[src/rtl/ex_oitf.sv]
`default_nettype none
// ============================================================================
//  Module   : ex_oitf
//  Brief    : Outstanding Instruction Track FIFO for long-pipe instructions.
//             Dispatch allocates an entry and receives its itag. The long-pipe
//             writeback side drains the head entry. Every valid entry's rd is
//             compared with the dispatching instruction's operands so that
//             dispatch can stall on RAW/WAW hazards.
//  Revision : 1.0  initial release
// ============================================================================
module ex_oitf #(
    parameter int DEPTH       = 2,
    parameter int ITAG_WIDTH  = 1,
    parameter int RFIDX_WIDTH = 5,
    parameter int PC_SIZE     = 32
) (
    input  logic                   clk,
    input  logic                   rst_n,

    output logic                   dis_ready,
    input  logic                   dis_ena,
    input  logic                   disp_i_rs1en,
    input  logic                   disp_i_rs2en,
    input  logic                   disp_i_rs3en,
    input  logic                   disp_i_rdwen,
    input  logic                   disp_i_rs1fpu,
    input  logic                   disp_i_rs2fpu,
    input  logic                   disp_i_rs3fpu,
    input  logic                   disp_i_rdfpu,
    input  logic [RFIDX_WIDTH-1:0] disp_i_rs1idx,
    input  logic [RFIDX_WIDTH-1:0] disp_i_rs2idx,
    input  logic [RFIDX_WIDTH-1:0] disp_i_rs3idx,
    input  logic [RFIDX_WIDTH-1:0] disp_i_rdidx,
    input  logic [PC_SIZE-1:0]     disp_i_pc,
    output logic [ITAG_WIDTH-1:0]  dis_ptr,

    input  logic                   ret_ena,
    output logic [ITAG_WIDTH-1:0]  ret_ptr,
    output logic [RFIDX_WIDTH-1:0] ret_rdidx,
    output logic                   ret_rdwen,
    output logic                   ret_rdfpu,
    output logic [PC_SIZE-1:0]     ret_pc,

    output logic                   oitfrd_match_disprs1,
    output logic                   oitfrd_match_disprs2,
    output logic                   oitfrd_match_disprs3,
    output logic                   oitfrd_match_disprd,
    output logic                   oitf_empty
);

    localparam logic [ITAG_WIDTH-1:0] c_last_idx = ITAG_WIDTH'(DEPTH - 1);

    // Pointers with wrap flags distinguish full from empty when indices meet.
    logic [ITAG_WIDTH-1:0]  r_alc_ptr;
    logic                   r_alc_flg;
    logic [ITAG_WIDTH-1:0]  r_ret_ptr;
    logic                   r_ret_flg;

    // Valid bits are reset; payload is masked by valid/empty and left unreset.
    logic [DEPTH-1:0]       r_vld;
    logic                   r_rdwen [DEPTH];
    logic                   r_rdfpu [DEPTH];
    logic [RFIDX_WIDTH-1:0] r_rdidx [DEPTH];
    logic [PC_SIZE-1:0]     r_pc    [DEPTH];

    logic                   w_ptr_eq;
    logic                   w_empty;
    logic                   w_full;

    logic [DEPTH-1:0]       w_hit_rs1;
    logic [DEPTH-1:0]       w_hit_rs2;
    logic [DEPTH-1:0]       w_hit_rs3;
    logic [DEPTH-1:0]       w_hit_rd;

    // Allocation pointer advances on each dispatch, toggling its flag on wrap.
    always_ff @(posedge clk or negedge rst_n) begin
        if (!rst_n) begin
            r_alc_ptr <= '0;
            r_alc_flg <= 1'b0;
        end else if (dis_ena) begin
            if (r_alc_ptr == c_last_idx) begin
                r_alc_ptr <= '0;
                r_alc_flg <= ~r_alc_flg;
            end else begin
                r_alc_ptr <= r_alc_ptr + 1'b1;
            end
        end
    end

    // Retire pointer advances on each retire, toggling its flag on wrap.
    always_ff @(posedge clk or negedge rst_n) begin
        if (!rst_n) begin
            r_ret_ptr <= '0;
            r_ret_flg <= 1'b0;
        end else if (ret_ena) begin
            if (r_ret_ptr == c_last_idx) begin
                r_ret_ptr <= '0;
                r_ret_flg <= ~r_ret_flg;
            end else begin
                r_ret_ptr <= r_ret_ptr + 1'b1;
            end
        end
    end

    // Valid bits: set on allocate, cleared on retire. Legal traffic never
    // targets the same entry with both in one cycle.
    always_ff @(posedge clk or negedge rst_n) begin
        if (!rst_n) begin
            r_vld <= '0;
        end else begin
            if (ret_ena) begin
                r_vld[r_ret_ptr] <= 1'b0;
            end
            if (dis_ena) begin
                r_vld[r_alc_ptr] <= 1'b1;
            end
        end
    end

    // Capture the dispatched instruction's rd info and PC into its entry.
    always_ff @(posedge clk) begin
        if (dis_ena) begin
            r_rdwen[r_alc_ptr] <= disp_i_rdwen;
            r_rdfpu[r_alc_ptr] <= disp_i_rdfpu;
            r_rdidx[r_alc_ptr] <= disp_i_rdidx;
            r_pc[r_alc_ptr]    <= disp_i_pc;
        end
    end

    assign w_ptr_eq   = (r_alc_ptr == r_ret_ptr);
    assign w_empty    = w_ptr_eq & (r_alc_flg == r_ret_flg);
    assign w_full     = w_ptr_eq & (r_alc_flg != r_ret_flg);

    assign dis_ready  = ~w_full;
    assign oitf_empty = w_empty;
    assign dis_ptr    = r_alc_ptr;
    assign ret_ptr    = r_ret_ptr;

    // Head entry read, forced to zero while nothing is outstanding.
    assign ret_rdidx  = r_rdidx[r_ret_ptr] & {RFIDX_WIDTH{~w_empty}};
    assign ret_rdwen  = r_rdwen[r_ret_ptr] & ~w_empty;
    assign ret_rdfpu  = r_rdfpu[r_ret_ptr] & ~w_empty;
    assign ret_pc     = r_pc[r_ret_ptr] & {PC_SIZE{~w_empty}};

    // Per-entry hazard comparison against registered state only; x0 is left
    // to dispatch to filter.
    generate
        for (genvar i = 0; i < DEPTH; i++) begin : g_entry
            logic w_live;
            assign w_live = r_vld[i] & r_rdwen[i];

            assign w_hit_rs1[i] = w_live & disp_i_rs1en
                                & (r_rdfpu[i] == disp_i_rs1fpu)
                                & (r_rdidx[i] == disp_i_rs1idx);
            assign w_hit_rs2[i] = w_live & disp_i_rs2en
                                & (r_rdfpu[i] == disp_i_rs2fpu)
                                & (r_rdidx[i] == disp_i_rs2idx);
            assign w_hit_rs3[i] = w_live & disp_i_rs3en
                                & (r_rdfpu[i] == disp_i_rs3fpu)
                                & (r_rdidx[i] == disp_i_rs3idx);
            assign w_hit_rd[i]  = w_live & disp_i_rdwen
                                & (r_rdfpu[i] == disp_i_rdfpu)
                                & (r_rdidx[i] == disp_i_rdidx);
        end
    endgenerate

    assign oitfrd_match_disprs1 = |w_hit_rs1;
    assign oitfrd_match_disprs2 = |w_hit_rs2;
    assign oitfrd_match_disprs3 = |w_hit_rs3;
    assign oitfrd_match_disprd  = |w_hit_rd;

endmodule
`default_nettype wire

[config.mk]
export PLATFORM = sky130hd
export DESIGN_NAME = ex_oitf
export DESIGN_NICKNAME = d
export VERILOG_FILES = /design/src/rtl/ex_oitf.sv
export SDC_FILE = /design/constraint.sdc
export NUM_CORES = 1
export LEC_CHECK = 0
export CAP_MARGIN = 10
export CELL_PAD_IN_SITES_DETAIL_PLACEMENT = 1
export CELL_PAD_IN_SITES_GLOBAL_PLACEMENT = 1
export CORE_AREA = 2 2 110 112
export CTS_CLUSTER_DIAMETER = 200
export DETAILED_ROUTE_END_ITERATION = 8
export DIE_AREA = 0 0 112 114
export PLACE_DENSITY = 0.72
export SETUP_SLACK_MARGIN = 0.2
export SLEW_MARGIN = 10
export SYNTH_ARGS = -nofsm -noshare
export SYNTH_HDL_FRONTEND = slang
export SYNTH_SLANG_ARGS = --single-unit
[constraint.sdc]
create_clock -name clk -period 2.5 [get_ports clk]
set_input_delay 0.25 -clock clk [delete_from_list [all_inputs] [get_ports clk]]
set_output_delay 0.25 -clock clk [all_outputs]
set_load 0.02 [all_outputs]
* Word-level counts from Yosys, hierarchy flattened
Memories as Yosys holds them, arrays and structs flattened.
Index checks and enable logic that the tools add are counted.
Widths: inputs -> output; s select.
** Storage, ports and cells
- ROM bits :: 0
- Logic and storage cells :: 91
- Output and inout port bits :: 47
- Memories kept :: 4
- Bits of input ports :: 64
- Bits in latches :: 0
- Flip-flop bits (word level) :: 6
- Memory bits (writable) :: 78
** Memory list
- r_pc :: depth 2, bits a word 32, read ports 1, clocked after Yosys merged registers in 0, wr ports 1, line 64 : logic [PC_SIZE-1:0] r_pc [DEPTH];
- r_rdidx :: depth 2, bits a word 5, read ports 3, clocked after Yosys merged registers in 0, wr ports 1, line 63 : logic [RFIDX_WIDTH-1:0] r_rdidx [DEPTH];
- r_rdfpu :: depth 2, bits a word 1, read ports 3, clocked after Yosys merged registers in 0, wr ports 1, line 62 : logic r_rdfpu [DEPTH];
- r_rdwen :: depth 2, bits a word 1, read ports 3, clocked after Yosys merged registers in 0, wr ports 1, line 61 : logic r_rdwen [DEPTH];
** Operators by class
- Add/subtract/negate cells :: 2
- Shift operators :: 0
- Div/mod/pow operators :: 0
- Equal/unequal tests :: 19
- Multipliers :: 0
- Bitwise gates (word level) :: 39
- Reduce and logical (&&, ||, !) cells :: 8
- Order comparisons :: 4
- Mux-type cells :: 10
** Operators with widths (number)
- $eq 5x5->1 :: 8
- $and 32x32->32 :: 1
- $and 1x1->1 :: 30
- $eq 1x1->1 :: 10
- $reduce_or 2->1 :: 4
- $mux 1 :: 6
- $and 5x5->5 :: 1
- $lt 1x2->1 const B :: 2
- $mux 2 :: 2
- $not 1->1 :: 4
- $reduce_and 2->1 :: 2
- $add 1x1->1 const B :: 2
- $and 2x2->2 :: 1
- $demux 1 s1 :: 2
- $ge 1x1->1 const B :: 2
- $logic_and 1x1->1 :: 2
- $not 2->2 :: 1
- $or 2x2->2 :: 1
- $ne 1x1->1 :: 1

* Depth between registers and ports, before layout
Gate-level depths: netlist of the first run.
- Depth in word-level cells :: 9
- Mapped depth :: 5
- Mapped depth without buffers :: 4

* Worst setup path before layout of the first run
No wires, ideal clock.
- Path kind :: register to register
- Start :: reg r_alc_ptr, in the netlist dis_ptr
- End :: mem r_pc[0][0], enable pin
- Library setup time :: 0.441 ns
- Cell stages (with the launch flop) :: 2
- Data arrival time :: 2.321 ns
- Period minus slack after synthesis :: 2.762 ns
- Path buffers :: 0
- Required time :: 2.059 ns
- Slack :: -0.262 ns
- Cells stage by stage :: dfrtp_1 > nor2b_1
** RTL lines
- start: declaration :: line 54 : logic [ITAG_WIDTH-1:0] r_alc_ptr;
- start signal: assignment :: line 85 : r_alc_ptr <= r_alc_ptr + 1'b1;
- end: declaration :: line 64
No word-level cell before the write port.

==> key figures, run 1 <==
Timing
  • Final Hold Fails: 0
  • Worst-Margin Slew: 0.347 ns
  • Fin worst setup slack: 0.235 ns
  • Slew HR: 76.6%
  • Final cycle utilization of the critical path: 90.6%
  • TNS Setup: 0 ns
  • FMAX: 0.442 GHz
  • Unrepaired setup endpoints after global routing: false
  • Max-slew violations: 0
  • Final setup vio count: 0
  • Clock period minus worst slack: 2.26 ns
  • Clock skew: 0.00382 ns

Placed design
  • Routability Congestion: 0.879
  • Inst Count DP: 521
  • DP Area: 5160 µm²
  • DP Worst Slack: 0.0704 ns
  • DPL Wire Length: 6770 µm
  • PortBufs: 110

Job
  • Max Cap Viol: 0

Yosys
  • Xor-xnor portion of the synthesized cell area: 12.4%
  • Top-count cell post-synth: edfxtp_1
  • Mapped Cells: 269
  • Cell Area, Synth: 3860 µm²
  • Number of synthesized flops with an enable pin: 78
  • Syn_nets: 333
  • Mux contribution to synthesized area: 10.1%
  • Synth warn: 0
  • Post-synthesis simple-gate area fraction: 7.93%
  • Yosys top cell area share: 60.6%
  • Top FF cell, synth: edfxtp_1
  • Post-Syn Area per Cell: 14.4 µm²
  • Synth Area in Adders: 0%
  • Share of async-settable or async-resettable flops after synthesis: 7.14%
  • Post-synth top cells: edfxtp_1 (78), nor2_1 (41), mux2i_1 (39), xnor2_1 (37), xor2_1 (16)
  • Combinational family with the most area after synthesis: XOR/XNOR gates
  • Compound-Gate Fraction of Synth Area: 0.971%
  • Yosys cell types: 20
  • Flops & latches, synth: 84
  • Top cells by area, synth: edfxtp_1 (61%), mux2i_1 (10%), xnor2_1 (8.4%)
  • Post-synthesis sequential area ratio: 64.5%
  • Area leader, netlist: edfxtp_1

Floorplanning
  • Die area: 12,800 µm²
  • Core area: 11,700 µm²
  • Die Y: 114 µm
  • Die X: 112 µm
  • Initial Util: 33.0%
  • FP Rows: 40
  • # IOs: 111

Clock tree
  • # H-tree levels: 3
  • Cts bufs inserted: 9
  • Worst-case clock buffer depth: 2
  • Hold bufs inserted after CTS: 0
  • CTS Root Cell: clkbuf_16
  • Clock sinks: 84
  • CTS tree: built
  • Clock Latency Late Sink: 0.33 ns
  • CTS clk-pin slew, worst paths: 0.06 ns

Worst setup path
  • Cells along the critical path: xor2_1 > nor4_1 > buf_4 > nand4_1 > o21ai_1 > dlygate4sd2_1
  • Critical Path Fanout Max: 2
  • CP bufs+invs: 2
  • Crit-path slowest cell: edfxtp_1
  • Crit. End Element: output port
  • Top Family by Delay on Critical Path: buffers and inverters
  • Startpoint Class: flop
  • CP max stage delay: 0.44 ns
  • Required time of the critical path: 2.25 ns
  • Worst EP arrival: 2.01 ns
  • Critical path class: reg2out

Detailed routing
  • WL final: 9540 µm
  • # DRC: 0
  • Met1 wire length: 4270 µm
  • DR WL/cell: 17.8 µm
  • Met3 WL: 719 µm
  • First drt pass iteration count: 4
  • DR vias: 2,534
  • Routed Antenna Nets: 0
  • Met2 wire len: 4480 µm
  • DR iter-0 viols: 64
  • Via density: 4.72
  • Top layer used by detailed routing: met4

GRT
  • Number of global-route vias before repair: 2,787
  • Largest net degree at the start of global routing: 42
  • Total track usage: 15.5%
  • Total grt overflow: 0
  • Initial antenna violation count: 0
  • Global-route wire length before repair: 15,000 µm

Worst hold path
  • Hold crit path type: in2async

Cells and area
  • P&R area growth vs syn: 41.3%
  • Final Non-Filler Cells: 537
  • Share of cells above drive strength 1: 9.74%
  • Fillers: 1,200
  • Final Core Density: 46.6%
  • # nets final: 452
  • # diodes: 0
  • Fin area: 5460 µm²

Power
  • P per Cell Area: 1210 nW/µm²
  • Max VDD drop: 0.769 mV
  • Psw: 2.63 mW
  • Net Sw Frac: 39.9%
  • Pleak: 2.26 nW
  • Sequential share of power: 30.9%
  • Cell internal pwr: 3.96 mW
  • Clk pwr share: 17.2%
  • Combinational Power Share: 51.9%

Status
  • Status: complete, no violations
-- worst reg2reg max path, delay by kind of cell, from the launching register on --
kind / cells / cell delay [ns]
flops: 1 / 0.44
buf+inv: 1 / 0.24
simple gates: 1 / 0.20
-- final cells by class --
type / instances / area [µm²] / share of cell area (%)
clock buffers: 9 / 225 / 4.12
repair buffers: 129 / 1300 / 23.8
well taps: 147 / 184 / 3.37
flip-flops and latches: 84 / 2490 / 45.7
clock inverters: 4 / 20.0 / 0.367
multi-input cells: 164 / 1240 / 22.7
-- cells by family (layout without fill, tap and decap cells) --
group	count (synthesis)	after routing
flip-flops	84	84
AND/OR/NAND/NOR	65	65
XOR/XNOR	54	54
multiplexers	39	39
buffers and inverters	21	142
AO/OA/AOI/OAI	6	6
-- worst paths after layout --
kind | startpoint | endpoint | slack [ns] | depth (start not counted)
setup / recovery | r_rdidx[1][0] | oitfrd_match_disprd | 0.24 | 6
hold / removal | rst_n | r_vld[1] | 0.18 | 1
setup reg to reg | dis_ptr | r_pc[1][7] | 1.27 | 2
hold reg to reg | r_vld[0] | r_vld[0] | 0.47 | 1
max in group asynchronous | rst_n | ret_ptr | 2.05 | 1
min in group clk | r_vld[0] | r_vld[0] | 0.47 | 1
-- routing by layer --
| layer | GRT usage, % | up-vias |
|---|---|---|
| met1 | 20.1 | 1231 |
| met5 | 0 | - |
| met4 | 4.15 | 0 |
| met3 | 5.05 | 9 |
| met2 | 25.1 | 103 |
| li1 | - | 1191 |
-- state kept, by name, summed over array words and instances (netlist names) --
name	count
r_pc	64
dis_ptr	1
r_rdfpu	2
r_rdwen	2
ret_ptr	1
r_ret_flg	1
r_alc_flg	1
r_rdidx	10
r_vld	2
-- stage by stage --
stage,power (mW),hold slack [ns]
finish,6.58,0.185
global route,6.96,0.197
CTS,6.74,0.180
detailed placement,5.79,0.466
global placement,5.75,0.461
floorplan,4.14,-0.0456
-- power groups by stage --
stage	Combinational (mW)	Sequential [mW]	Clock (mW)
floorplan	2.13	2.01	0
global placement	3.71	2.05	0
detailed placement	3.72	2.07	0
CTS	3.53	2.05	1.17
global route	3.67	2.06	1.22
finish	3.42	2.03	1.13
-- cell usage in the layout (no fill, tap or decap), drive strengths merged, types with 6 or more instances in the layout --
master / synthesis / routed
buf: 21 / 19
clkbuf: 0 / 9
clkdlybuf4s50: 0 / 67
dfrtp: 6 / 6
dlygate4sd2: 0 / 24
dlymetal6s2s: 0 / 19
edfxtp: 78 / 78
mux2i: 39 / 39
nand4: 14 / 14
nor2: 42 / 42
xnor2: 37 / 37
xor2: 17 / 17
-- what timing repair did --
| action | CTS | global route |
|---|---|---|
| resized for setup | 27 | 19 |
| setup buffers | 0 | 3 |
| endpoints found under the hold margin | 0 | 0 |
| setup endpoints to repair | 41 | 19 |
Power figures use the tool's default switching activity.
==> run 2: changes to the inputs <==
--- a/config.mk
+++ b/config.mk
@@ -8,12 +8,14 @@
 export CAP_MARGIN = 10
 export CELL_PAD_IN_SITES_DETAIL_PLACEMENT = 1
 export CELL_PAD_IN_SITES_GLOBAL_PLACEMENT = 1
-export CORE_AREA = 2 2 110 112
+export CORE_AREA = 2 2 96 98
 export CTS_CLUSTER_DIAMETER = 200
 export DETAILED_ROUTE_END_ITERATION = 8
-export DIE_AREA = 0 0 112 114
-export PLACE_DENSITY = 0.72
+export DIE_AREA = 0 0 98 100
+export DONT_BUFFER_PORTS = 1
+export PLACE_DENSITY = 0.71
 export SETUP_SLACK_MARGIN = 0.2
+export SKIP_LAST_GASP = 1
 export SLEW_MARGIN = 10
 export SYNTH_ARGS = -nofsm -noshare
 export SYNTH_HDL_FRONTEND = slang
==> run 2 against run 1 <==
Sequential share of layout area up 5.6 points; clock power down 21%; fmax up 6.6%; clock skew up 0.0050 ns; register-to-register slack worse by 0.30 ns; final area down 11%; via count down 6.3%; total power down 5.5%; routed wire length down 8.3%; non-clock buffer count down 41; clock-buffer cell count unchanged.
==> key figures, run 2 (synthesis gave the netlist of run 1 again) <==
GRT
  • M2 GR Usage: 32.5% (+7.3 points)
  • M3 GR Usage: 5.64% (+0.59 points)
  • Total grt overflow: 0 (unchanged)
  • Global-route wire length before repair: 13,600 µm (-9.5%)
  • Largest net degree at the start of global routing: 44 (+4.8%)
  • Busiest grt layer: met2
  • Number of global-route vias before repair: 2,615 (-6.2%)
  • Initial antenna violation count: 0 (unchanged)
  • Total track usage: 18.4% (+3.0 points)
  • Met1 GRT Util: 21.4% (+1.3 points)

Timing
  • Slew HR: 67.3% (-9.4 points)
  • Hold_ws: 0.0796 ns (-0.105 ns)
  • Unrepaired setup endpoints after global routing: false
  • Clock period minus worst slack: 2.12 ns (-0.140 ns)
  • Worst-Margin Slew: 0.498 ns (+0.151 ns)
  • Clock skew: 0.00878 ns (+0.00496 ns)
  • FMAX: 0.471 GHz (+6.6%)
  • TNS Setup: 0 ns (unchanged)
  • Final cycle utilization of the critical path: 85.0% (-5.6 points)
  • Max-slew violations: 0 (unchanged)
  • Final setup vio count: 0 (unchanged)
  • Fin worst setup slack: 0.375 ns (+0.140 ns)
  • Final Hold Fails: 0 (unchanged)

Detailed routing
  • WL final: 8740 µm (-8.3%)
  • # DRC: 0 (unchanged)
  • Routed Antenna Nets: 0 (unchanged)
  • DR iter-0 viols: 131 (+100%)
  • DR vias: 2,374 (-6.3%)
  • DR WL/cell: 18.9 µm (+6.3%)
  • Via density: 5.13 (+8.7%)
  • First drt pass iteration count: 4 (unchanged)

Clock tree
  • CTS tree: built
  • Clock sinks: 84 (unchanged)
  • Cts bufs inserted: 9 (unchanged)
  • CTS clk-pin slew, worst paths: 0.09 ns (+0.03 ns)
  • Clock Latency Late Sink: 0.35 ns (+0.02 ns)
  • Setup Buffers After CTS: 0 (unchanged)
  • Worst-case clock buffer depth: 2 (unchanged)
  • CTS Root Cell: clkbuf_8
  • # H-tree levels: 3 (unchanged)

Job
  • Max Cap Viol: 0 (unchanged)

Floorplanning
  • Die area: 9800 µm² (-23%)
  • Die Y: 100 µm (-12%)
  • Core area: 8890 µm² (-24%)
  • Die X: 98 µm (-13%)
  • Initial Util: 43.5% (+10 points)
  • FP Rows: 35 (-13%)
  • # IOs: 111 (unchanged)

Worst hold path
  • Hold Path End: r_vld[0]
  • Hold path depth: 2
  • Hold_sp: ret_ena
  • Hold crit path type: in2reg

Worst setup path
  • Crit-path slowest cell: dfrtp_2
  • Critical path class: reg2out
  • Crit. End Element: output port
  • Cells along the critical path: xor2_2 > nor2_4 > buf_12 > nor2_1 > buf_4
  • Worst EP arrival: 1.87 ns (-0.14 ns)
  • R2R depth: 2 (unchanged)
  • Top Family by Delay on Critical Path: flip-flops
  • CP max stage delay: 0.51 ns (+0.07 ns)
  • Startpoint Class: flop
  • Critical Path Fanout Max: 27 (+25)
  • CP bufs+invs: 2 (unchanged)
  • Worst r2r dst: r_pc[0][17]
  • Required time of the critical path: 2.25 ns (about the same)
  • R2R setup slack: 0.97 ns (-0.30 ns)
  • Reg2Reg Launch Point: dis_ptr

Placed design
  • DP Worst Slack: 0.636 ns (+0.565 ns)
  • Inst Count DP: 405 (-22%)
  • PortBufs: 0 (-100%)
  • DP Area: 4250 µm² (-18%)
  • Routability Congestion: 0.766 (-13%)

Power
  • Net Sw Frac: 42.2% (+2.3 points)
  • Max VDD drop: 0.830 mV (+8.0%)
  • Combinational Power Share: 52.4% (+0.5 points)
  • Cell internal pwr: 3.60 mW (-9.0%)
  • Sequential share of power: 33.2% (+2.3 points)
  • Psw: 2.62 mW (-0.14%)
  • Pleak: 1.83 nW (-19%)
  • Power, Total: 6.22 mW (-5.5%)
  • P per Cell Area: 1280 nW/µm² (+6.2%)
  • Clk pwr share: 14.3% (-2.9 points)

Cells and area
  • Most frequent cells in the layout: edfxtp_1 (78), dlygate4sd3_1 (42), buf_4 (42), nor2_1 (41), mux2i_1 (39)
  • Max reg flops: 64 (unchanged)
  • Share of cells above drive strength 1: 19.6% (+9.9 points)
  • Registers with the most flip-flops: r_pc x64, r_rdidx x10
  • Largest Register: r_pc
  • Fin area: 4860 µm² (-11%)
  • Most common cell after layout, fill and taps aside: edfxtp_1
  • Final Core Density: 54.7% (+8.1 points)
  • # nets final: 411 (-9.1%)
  • P&R area growth vs syn: 25.8%
  • Final Non-Filler Cells: 463 (-14%)
  • Fillers: 879 (-27%)
  • # diodes: 0 (unchanged)

Status
  • Status: complete, no violations
==> run 2: how the worst max path moves through the flow <==
stage / startpoint / to / slack [ns] / cells after the start
6_report: dis_ptr / ret_pc[2] / 0.38 / 5
3_3_place_gp: dis_ptr / ret_pc[28] / 0.69 / 5
3_5_place_dp: dis_ptr / ret_pc[21] / 0.64 / 5
2_1_floorplan: dis_ptr / r_pc[0][0] / 0.49 / 1
4_1_cts: dis_ptr / ret_pc[21] / 0.24 / 5
5_1_grt: dis_ptr / ret_pc[23] / 0.26 / 5
==> run 2: routing by layer <==
| metal | wire length (µm) | part of all wire (%) |
|---|---|---|
| met5 | 0 | 0 |
| met4 | 116 | 1.3 |
| met3 | 599 | 6.9 |
| met2 | 4560 | 52 |
| met1 | 3470 | 40 |
==> run 2: what timing repair did <==
action | in CTS | in global routing
endpoints found under the setup margin | 0 | 27
hold buffers | 42 | 0
gates resized for setup | 0 | 2
endpoints found under the hold margin | 86 | 0
==> run 2: layout make-up <==
type | instances | area [µm²] | share of cell area [%]
tap | 111 | 139 | 2.86
clock inverter | 7 | 57.6 | 1.18
timing repair buffer | 88 | 816 | 16.8
sequential | 84 | 2490 | 51.3
multi-input combinational | 164 | 1230 | 25.3
clock buffer | 9 | 124 | 2.55
==> run 2: power by group through the flow <==
stage / combinational [mW] / sequential, mW / clock, mW
after floorplan: 2.13 / 2.01 / 0
after global placement: 3.17 / 2.09 / 0
after detailed placement: 3.21 / 2.10 / 0
after CTS: 3.28 / 2.07 / 0.915
after global routing: 3.50 / 2.10 / 0.971
final: 3.26 / 2.07 / 0.892
==> run 3: changes to the inputs <==
--- a/config.mk
+++ b/config.mk
@@ -8,12 +8,12 @@
 export CAP_MARGIN = 10
 export CELL_PAD_IN_SITES_DETAIL_PLACEMENT = 1
 export CELL_PAD_IN_SITES_GLOBAL_PLACEMENT = 1
-export CORE_AREA = 2 2 96 98
+export CORE_AREA = 2 2 91 93
 export CTS_CLUSTER_DIAMETER = 200
 export DETAILED_ROUTE_END_ITERATION = 8
-export DIE_AREA = 0 0 98 100
+export DIE_AREA = 0 0 93 95
 export DONT_BUFFER_PORTS = 1
-export PLACE_DENSITY = 0.71
+export PLACE_DENSITY = 0.75
 export SETUP_SLACK_MARGIN = 0.2
 export SKIP_LAST_GASP = 1
 export SLEW_MARGIN = 10
==> constraint.sdc (replaced) <==
create_clock -name clk -period 2 [get_ports clk]
set_input_delay 0.2 -clock clk [delete_from_list [all_inputs] [get_ports clk]]
set_output_delay 0.2 -clock clk [all_outputs]
set_load 0.02 [all_outputs]
==> run 3 against run 2 <==
Final cell count increased by 2.6%; critical path depth decreased by 1; utilization increased by 11 points; combinational power increased by 40%; clock skew increased by 0.0016 ns; final area increased by 6.9%; total power increased by 34%; sequential power increased by 25%; global-route usage increased by 5.3 points; worst setup slack got worse by 0.26 ns.
==> key figures, run 3 (synthesis gave the netlist of run 1 again) <==
Detailed routing
  • # DRC: 0 (unchanged)
  • First drt pass iteration count: 4 (unchanged)
  • Routed Antenna Nets: 0 (unchanged)
  • DR WL/cell: 21.8 µm (+16%)
  • DR vias: 2,545 (+7.2%)
  • DR iter-0 viols: 134 (+2.3%)
  • Via density: 5.36 (+4.5%)
  • WL final: 10,400 µm (+19%)

Cells and area
  • Share of cells above drive strength 1: 28.1% (+8.5 points)
  • P&R area growth vs syn: 34.5%
  • Most frequent cells in the layout: edfxtp_1 (78), buf_4 (56), dlygate4sd3_1 (42), nor2_1 (40), mux2i_1 (39)
  • Final Core Density: 65.6% (+11 points)
  • Most common cell after layout, fill and taps aside: edfxtp_1
  • Registers with the most flip-flops: r_pc x64, r_rdidx x10
  • # diodes: 0 (unchanged)
  • Fillers: 748 (-15%)
  • Largest Register: r_pc
  • # nets final: 429 (+4.4%)
  • Max reg flops: 64 (unchanged)
  • Final Non-Filler Cells: 475 (+2.6%)

Worst setup path
  • Top Family by Delay on Critical Path: flip-flops
  • Required time of the critical path: 1.80 ns (-0.45 ns)
  • Cells along the critical path: xor2_1 > nor4_2 > nand4_1 > o21ai_2
  • R2R depth: 3 (+1)
  • R2R setup slack: 0.57 ns (-0.40 ns)
  • Worst r2r dst: r_rdidx[0][1]
  • Startpoint Class: flop
  • Crit-path slowest cell: edfxtp_1
  • Critical path class: reg2out
  • Reg2Reg Launch Point: dis_ptr
  • Worst EP arrival: 1.69 ns (-0.18 ns)
  • Critical Path Fanout Max: 5 (-81%)
  • CP max stage delay: 0.53 ns (+0.02 ns)
  • CP bufs+invs: 0 (-2)
  • Crit. End Element: output port

Clock tree
  • CTS clk-pin slew, worst paths: 0.09 ns (about the same)
  • Worst-case clock buffer depth: 2 (unchanged)
  • Cts bufs inserted: 9 (unchanged)
  • CTS Root Cell: clkbuf_8
  • # H-tree levels: 3 (unchanged)
  • Clock sinks: 84 (unchanged)
  • Clock Latency Late Sink: 0.34 ns (about the same)
  • CTS tree: built

Floorplanning
  • FP Rows: 33 (-5.7%)
  • Die Y: 95 µm (-5.0%)
  • Core area: 7930 µm² (-11%)
  • Die area: 8840 µm² (-9.8%)
  • # IOs: 111 (unchanged)
  • Die X: 93 µm (-5.1%)
  • Initial Util: 48.8% (+5.3 points)

Timing
  • Fin worst setup slack: 0.113 ns (-0.262 ns)
  • Hold_ws: 0.0619 ns (-0.0177 ns)
  • Worst-Margin Slew: 0.446 ns (-0.0528 ns)
  • Slew HR: 70.3% (+3.0 points)
  • Max-slew violations: 0 (unchanged)
  • Final setup vio count: 0 (unchanged)
  • Clock period minus worst slack: 1.89 ns
  • Unrepaired setup endpoints after global routing: true
  • Final cycle utilization of the critical path: 94.4%
  • Clock skew: 0.0104 ns (+0.00158 ns)
  • FMAX: 0.530 GHz
  • Final Hold Fails: 0 (unchanged)

Power
  • Max VDD drop: 0.947 mV (+14%)
  • P per Cell Area: 1610 nW/µm² (+26%)
  • Pleak: 2.00 nW (+9.7%)

GRT
  • Global-route wire length before repair: 15,500 µm (+14%)
  • Total track usage: 23.7% (+5.3 points)
  • Initial antenna violation count: 0 (unchanged)
  • Number of global-route vias before repair: 2,829 (+8.2%)
  • Total grt overflow: 0 (unchanged)
  • Largest net degree at the start of global routing: 25 (-43%)

Worst hold path
  • Hold crit path type: in2reg
  • Hold_sp: ret_ena
  • Hold path depth: 2 (unchanged)
  • Hold Path End: r_vld[0]

Placed design
  • DP Worst Slack: 0.357 ns (-0.278 ns)
  • DPL Wire Length: 5510 µm
  • Inst Count DP: 400 (-1.2%)
  • Routability Congestion: 0.851 (+11%)
  • PortBufs: 0 (unchanged)

Job
  • Max Cap Viol: 0 (unchanged)

Status
  • Status: complete, no violations
[run 3: changes by cell type in the layout (fill, tap and decap cells not counted), sizes merged]
cell and delta:
buf +18, bufinv +1, clkbuf +1, inv -2
[run 3: what timing repair did]
| item | 4_1_cts | 5_1_grt |
|---|---|---|
| hold buffers | 42 | 0 |
| pin swaps | 7 | 24 |
| buffers inserted | 9 | 7 |
| hold endpoints to repair | 86 | 0 |
| gates cloned | 1 | 0 |
| gates resized for setup | 15 | 18 |
| setup endpoints to repair | 43 | 43 |
[run 3: per-stage QoR]
stage,TNS [ns],instance area (µm²),power [mW]
2_1_floorplan,-0.454,3870,5.17
3_3_place_gp,0,4240,6.50
3_5_place_dp,0,4240,6.57
4_1_cts,0,5030,8.15
5_1_grt,0,5200,8.76
6_report,0,5200,8.36
[run 3: routing by layer]
metal	vias up	GRT usage, %	share of wire [%]
met5	-	0	0
met4	0	6.86	1.6
met3	15	6.86	6.0
met2	103	43.0	55
met1	1279	27.2	38
li1	1148	-	-
[run 3: cell type report]
type                    instances  area, µm²  share of cell area, %
flip-flops and latches         84       2490                   48.0
multi-input cells             164       1380                   26.6
repair buffers                106        991                   19.1
well taps                     105        131                   2.53
clock buffers                  10        128                   2.45
clock inverters                 6       71.3                   1.37
[run 3: how the worst max path moves through the flow]
stage | start | end | depth (start not counted)
2_1_floorplan | dis_ptr | r_pc[0][0] | 1
3_3_place_gp | r_rdidx[1][2] | oitfrd_match_disprd | 4
3_5_place_dp | r_rdidx[1][2] | oitfrd_match_disprd | 4
4_1_cts | r_rdidx[0][1] | oitfrd_match_disprs3 | 4
5_1_grt | r_rdidx[0][0] | oitfrd_match_disprs3 | 4
6_report | r_rdidx[0][0] | oitfrd_match_disprs3 | 4
[run 3: power by group]
| group | switching [mW] | total [mW] | internal [mW] |
|---|---|---|---|
| sequential | 0.240 | 2.59 | 2.35 |
| combinational | 2.62 | 4.55 | 1.93 |
| clock | 0.634 | 1.22 | 0.589 |
| total | 3.50 | 8.36 | 4.87 |
==> edit 1 (flow settings as in run 3) <==
Set the parameter `PC_SIZE` to 16 (it was 32).
--- a/src/rtl/ex_oitf.sv
+++ b/src/rtl/ex_oitf.sv
@@ -14,3 +14,3 @@
     parameter int RFIDX_WIDTH = 5,
-    parameter int PC_SIZE     = 32
+    parameter int PC_SIZE     = 16
 ) (
Ports: changed (resized disp_i_pc and ret_pc); port bits go from 111 to 79. No check against the original RTL was run, so the function may have changed too.
==> edit 1 against run 3 <==
Design area decreased by 34%. Setup slack gained 0.043 ns. Count of clock-buffer cells in the layout decreased by 5. Combinational power decreased by 40%. Largest power group unchanged. Sequential cell count down 32. Power down 39%. Via count is 33% lower. Area after synthesis shrank 31%. Synthesized cell count down 25%. Routed wire length is 42% lower.
==> edit 1: results <==
metrics = {
    "status": {
        "outcome": "completed",
    },
    "cells_and_area": {
        "reg.largest.list": "r_pc (32), r_rdidx (10)",
        "fin_nets": 296,
        "drive_above_1_share_pct": 26.1,
        "antenna_cells": 0,
    },
    "global_routing": {
        "grt_max_degree": 26,
        "antenna_found_initial": 0,
        "grt_pass1_wl_um": 9170,
        "grt_pass1_vias": 1834,
        "grt.total_usage_pct": 13.7,
    },
    "synthesis": {
        "async_reset_ff_share_pct": 11.5,
        "synth_seq_area_share_pct": 57.3,
        "syn_nets": 249,
        "synth.distinct_cells": 21,
        "ys.flop_type": "edfxtp_1",
        "synthTopCellsByArea": "edfxtp_1 (52%), xnor2_1 (12%), mux2i_1 (8.6%)",
        "synth_common_cells": "edfxtp_1 (46), xnor2_1 (37), mux2i_1 (23)",
        "synth_edf_count": 46,
    },
    "power": {
        "p_sw_uw": 2150,
        "peakVddDrop_mv": 0.794,
        "leakage_uw": 0.00123,
    },
    "drt": {
        "dr_total_vias": 1698,
        "post_drt_wl_per_cell_um": 16.9,
        "drt_iter0_drc": 45,
        "dr.pass1.iters": 4,
    },
    "clock_network": {
        "cts_made_buffers": 5,
        "clk_latency_ns": 0.29,
        "clkTransAtPathRegs_ns": 0.09,
        "clockBufferDepth": 2,
        "htreeDepth": 2,
        "root_buffer": "clkbuf_8",
    },
    "timing": {
        "worst_clock_skew_ns": 0.00450,
        "tightest_slew_ns": 0.362,
    },
    "critical_path": {
        "cp_slowest_cell": "edfxtp_1",
        "crit_family": "flip-flops",
        "crit_start": "r_rdidx[0][0]$_DFFE_PP_",
        "critical_path_peak_fanout": 5,
        "arrival_ns": 1.64,
        "crit_path_max_incr_delay_ns": 0.50,
        "worstReg2RegStart": "dis_ptr$_DFFE_PN0P_",
    },
    "min_path": {
        "hp-start": "ret_ena",
        "min_path_type": "in2reg",
    },
    "placed_design": {
        "gp_congestion": 0.787,
        "dp.final_hpwl_um": 4130,
    },
}
-- edit 1: cell count changes after synthesis, sizes merged --
cell / before / now
edfxtp: 78 / 46
nor2: 42 / 26
mux2i: 39 / 23
buf: 21 / 17
-- edit 1: stage by stage --
stage	area, um^2	hold slack, ns	instances	setup WS, ns	util (%)
after global routing	3410	0.0860	354	0.0857	43.1
final	3410	0.0869	354	0.155	43.1
after CTS	3310	0.0742	349	0.169	41.8
after detailed placement	2850	-0.0955	311	0.336	35.9
after floorplan	2680	-0.0956	201	0.367	-
after global placement	2850	-0.0955	311	0.385	35.9
-- edit 1: final timing paths --
kind	endpoint	slack [ns]	depth (start not counted)
worst max-delay path	oitfrd_match_disprs3	0.16	4
worst min-delay path	r_ret_flg$_DFFE_PN0P_	0.09	2
worst max register to register	r_rdidx[1][2]$_DFFE_PP_	0.60	2
worst min register to register	r_vld[1]$_DFF_PN0_	0.48	1
max in group asynchronous	ret_ptr$_DFFE_PN0P_	1.56	1
min in group asynchronous	r_vld[0]$_DFF_PN0_	0.20	1
-- edit 1: what timing repair did --
item / 4_1_cts / 5_1_grt
resized for setup: 15 / 11
endpoints found under the setup margin: 27 / 26
pin swaps: 4 / 4
buffers inserted: 4 / 5
endpoints found under the hold margin: 54 / 0
hold buffers: 26 / 0
gates cloned: 0 / 0
-- edit 1: final cells by class --
type	instances	area, um^2
multi-input combinational	132	1100
sequential	52	1530
timing repair buffer	57	529
clock inverter	3	46.3
fill	827	4510
tap	105	131
clock buffer	5	68.8
-- edit 1: cells by family (layout without fill, tap and decap cells) --
group | after synthesis | after routing | share of synthesized area, %
xor+xnor | 54 | 54 | 18.0
flops | 52 | 52 | 57.3
simple gates | 49 | 49 | 10.1
mux | 23 | 23 | 8.61
buf+inv | 17 | 65 | 4.68
compound gates | 6 | 6 | 1.40
-- edit 1: metal layers --
metal  track usage (%)  vias up  share of wire [%]
li1                  -      793                  -
met1              14.5      844                 39
met2              26.2       59                 53
met3              4.71        2                7.5
met4              3.31        0               0.43
met5                 0        -                  0
-- edit 1: power groups by stage --
stage / clock network [uW] / registers [uW] / logic, uW
after global routing: 787 / 1720 / 2930
after CTS: 744 / 1690 / 2640
final: 713 / 1690 / 2720
after global placement: 0 / 1700 / 2380
after floorplan: 0 / 1590 / 1860
after detailed placement: 0 / 1720 / 2400
-- edit 1: worst register-to-register path, cell delays in order, from the launching register on --
cell and delay (ns):
dfrtp_2 0.53, and2_1 0.18, buf_4 0.34
==> edit 2 (flow settings as in run 3) <==
Without the edit above. Make the reset (`rst_n`) synchronous in 3 clocked blocks.
--- a/src/rtl/ex_oitf.sv
+++ b/src/rtl/ex_oitf.sv
@@ -75,3 +75,3 @@
     // Allocation pointer advances on each dispatch, toggling its flag on wrap.
-    always_ff @(posedge clk or negedge rst_n) begin
+    always_ff @(posedge clk) begin
         if (!rst_n) begin
@@ -90,3 +90,3 @@
     // Retire pointer advances on each retire, toggling its flag on wrap.
-    always_ff @(posedge clk or negedge rst_n) begin
+    always_ff @(posedge clk) begin
         if (!rst_n) begin
@@ -106,3 +106,3 @@
     // targets the same entry with both in one cycle.
-    always_ff @(posedge clk or negedge rst_n) begin
+    always_ff @(posedge clk) begin
         if (!rst_n) begin
Behaviour: differs if rst_n is asserted again (counterexample within 4 cycles, from zero or initial values and one cycle with rst_n low); with rst_n held inactive, the same outputs for 4 cycles.
==> edit 2 against run 3 <==
Routed wire length is 12% lower. Critical path depth stayed put. Sequential cell count is 1 higher. Worst hold slack better by 0.0022 ns. Critical path type unchanged. Register-to-register slack worse by 0.05 ns. Die area stayed put. Non-clock buffer count is 44 lower. Design area is 4.3% lower. Setup slack better by 0.029 ns. First-iteration DRC count is 31% lower. Area after synthesis is 0.19% higher. Highest routed layer unchanged.
Power is not compared: it rests on default switching activity, and its combinational part moved more than twofold at a synthesized area within 25%.
==> edit 2: results <==
metrics = {
    "status": {
        "outcome": "completed",
    },
    "global_routing": {
        "use_met1_pct": 26.2,
        "grt_max_degree": 42,
        "grt_use_met3_pct": 4.63,
        "use_met2_pct": 38.5,
        "grt_pass1_wl_um": 14000,
        "grt.total_usage_pct": 21.5,
    },
    "synthesis": {
        "synth_cells": 280,
        "synth_common_cells": "edfxtp_1 (78), nor2_1 (41), mux2i_1 (39)",
        "async_reset_ff_share_pct": 0,
        "synth.distinct_cells": 22,
        "synthTopCellsByArea": "edfxtp_1 (60%), mux2i_1 (10%), xnor2_1 (8.6%)",
        "synth_compound_area_share_pct": 1.26,
        "yosysMostFrequentCell": "edfxtp_1",
        "yosysWarnings": 0,
        "yosys-mux-area-fraction_pct": 10.1,
        "syn_nets": 345,
        "synthXorXnorAreaFrac_pct": 11.8,
        "synth_adder_area_share_pct": 0.323,
        "ys_ff_latch": 85,
        "synth_seq_area_share_pct": 64.1,
    },
    "timing": {
        "worst_clock_skew_ns": 0.00802,
        "fin_crit_sh_pct": 92.9,
        "tightest_slew_ns": 0.496,
        "holdWs_ns": 0.0641,
    },
    "drt": {
        "dr.pass1.iters": 4,
        "wl_met3_um": 419,
        "post_drt_wl_per_cell_um": 20.6,
        "dr_total_vias": 2370,
        "viasPerCell": 5.34,
        "met1_length_um": 3700,
        "drt_iter0_drc": 93,
        "dr_wl_met2_um": 4950,
        "drc": 0,
    },
    "cells_and_area": {
        "seq_share_pct": 50.2,
        "fin_nets": 400,
        "clkCellAreaFrac_pct": 3.29,
        "fillCellCount": 769,
        "inv_count": 1,
        "drive_above_1_share_pct": 27.1,
        "num-multi-input-gates": 176,
        "layout.nonclk_buf_share_pct": 12.2,
        "area_growth_pct": 28.5,
        "multi_input_area_share_pct": 31.5,
        "buffers": 62,
    },
    "clock_network": {
        "cts_setup_buffers": 13,
        "clk_latency_ns": 0.34,
        "holdBufCountCts": 40,
        "cts.repair.resized": 74,
    },
    "placed_design": {
        "dpl_cell_area_mm2": 0.00397,
        "gp_congestion": 0.730,
        "pre_cts_ws_ns": 0.125,
        "dp.final_hpwl_um": 5470,
        "place_inst": 372,
    },
    "critical_path": {
        "arrival_ns": 1.66,
        "critical_path_peak_fanout": 5,
        "crit_family": "flip-flops",
        "crit_path_max_incr_delay_ns": 0.51,
        "reg2reg_slack_ns": 0.52,
    },
}
[edit 2: cell types whose count changed in the layout (fill, tap and decap cells not counted), sizes merged, moves of 2 or more]
cell and change:
dfrtp -6, nor2 +2, nand3 +3, nand2 +2, xor2 -3, clkinv +2
nor2b +2, a21o -2, a21boi +2, dfxtp +7, dlygate4sd3 -2, buf -42
[edit 2: final timing paths]
check	startpoint	endpoint	depth (start not counted)
min	dis_ena	dis_ptr$_SDFFE_PN0P_	2
max reg2reg	dis_ptr$_SDFFE_PN0P_	r_rdidx[1][1]$_DFFE_PP_	4
min reg2reg	r_vld[1]$_SDFF_PN0_	r_vld[1]$_SDFF_PN0_	2
max	r_rdidx[0][4]$_DFFE_PP_	oitfrd_match_disprs1	4
[edit 2: where the power goes]
group	internal [uW]	switching, uW	total, uW
clock	452	606	1060
combinational	328	574	902
sequential	2040	50.2	2090
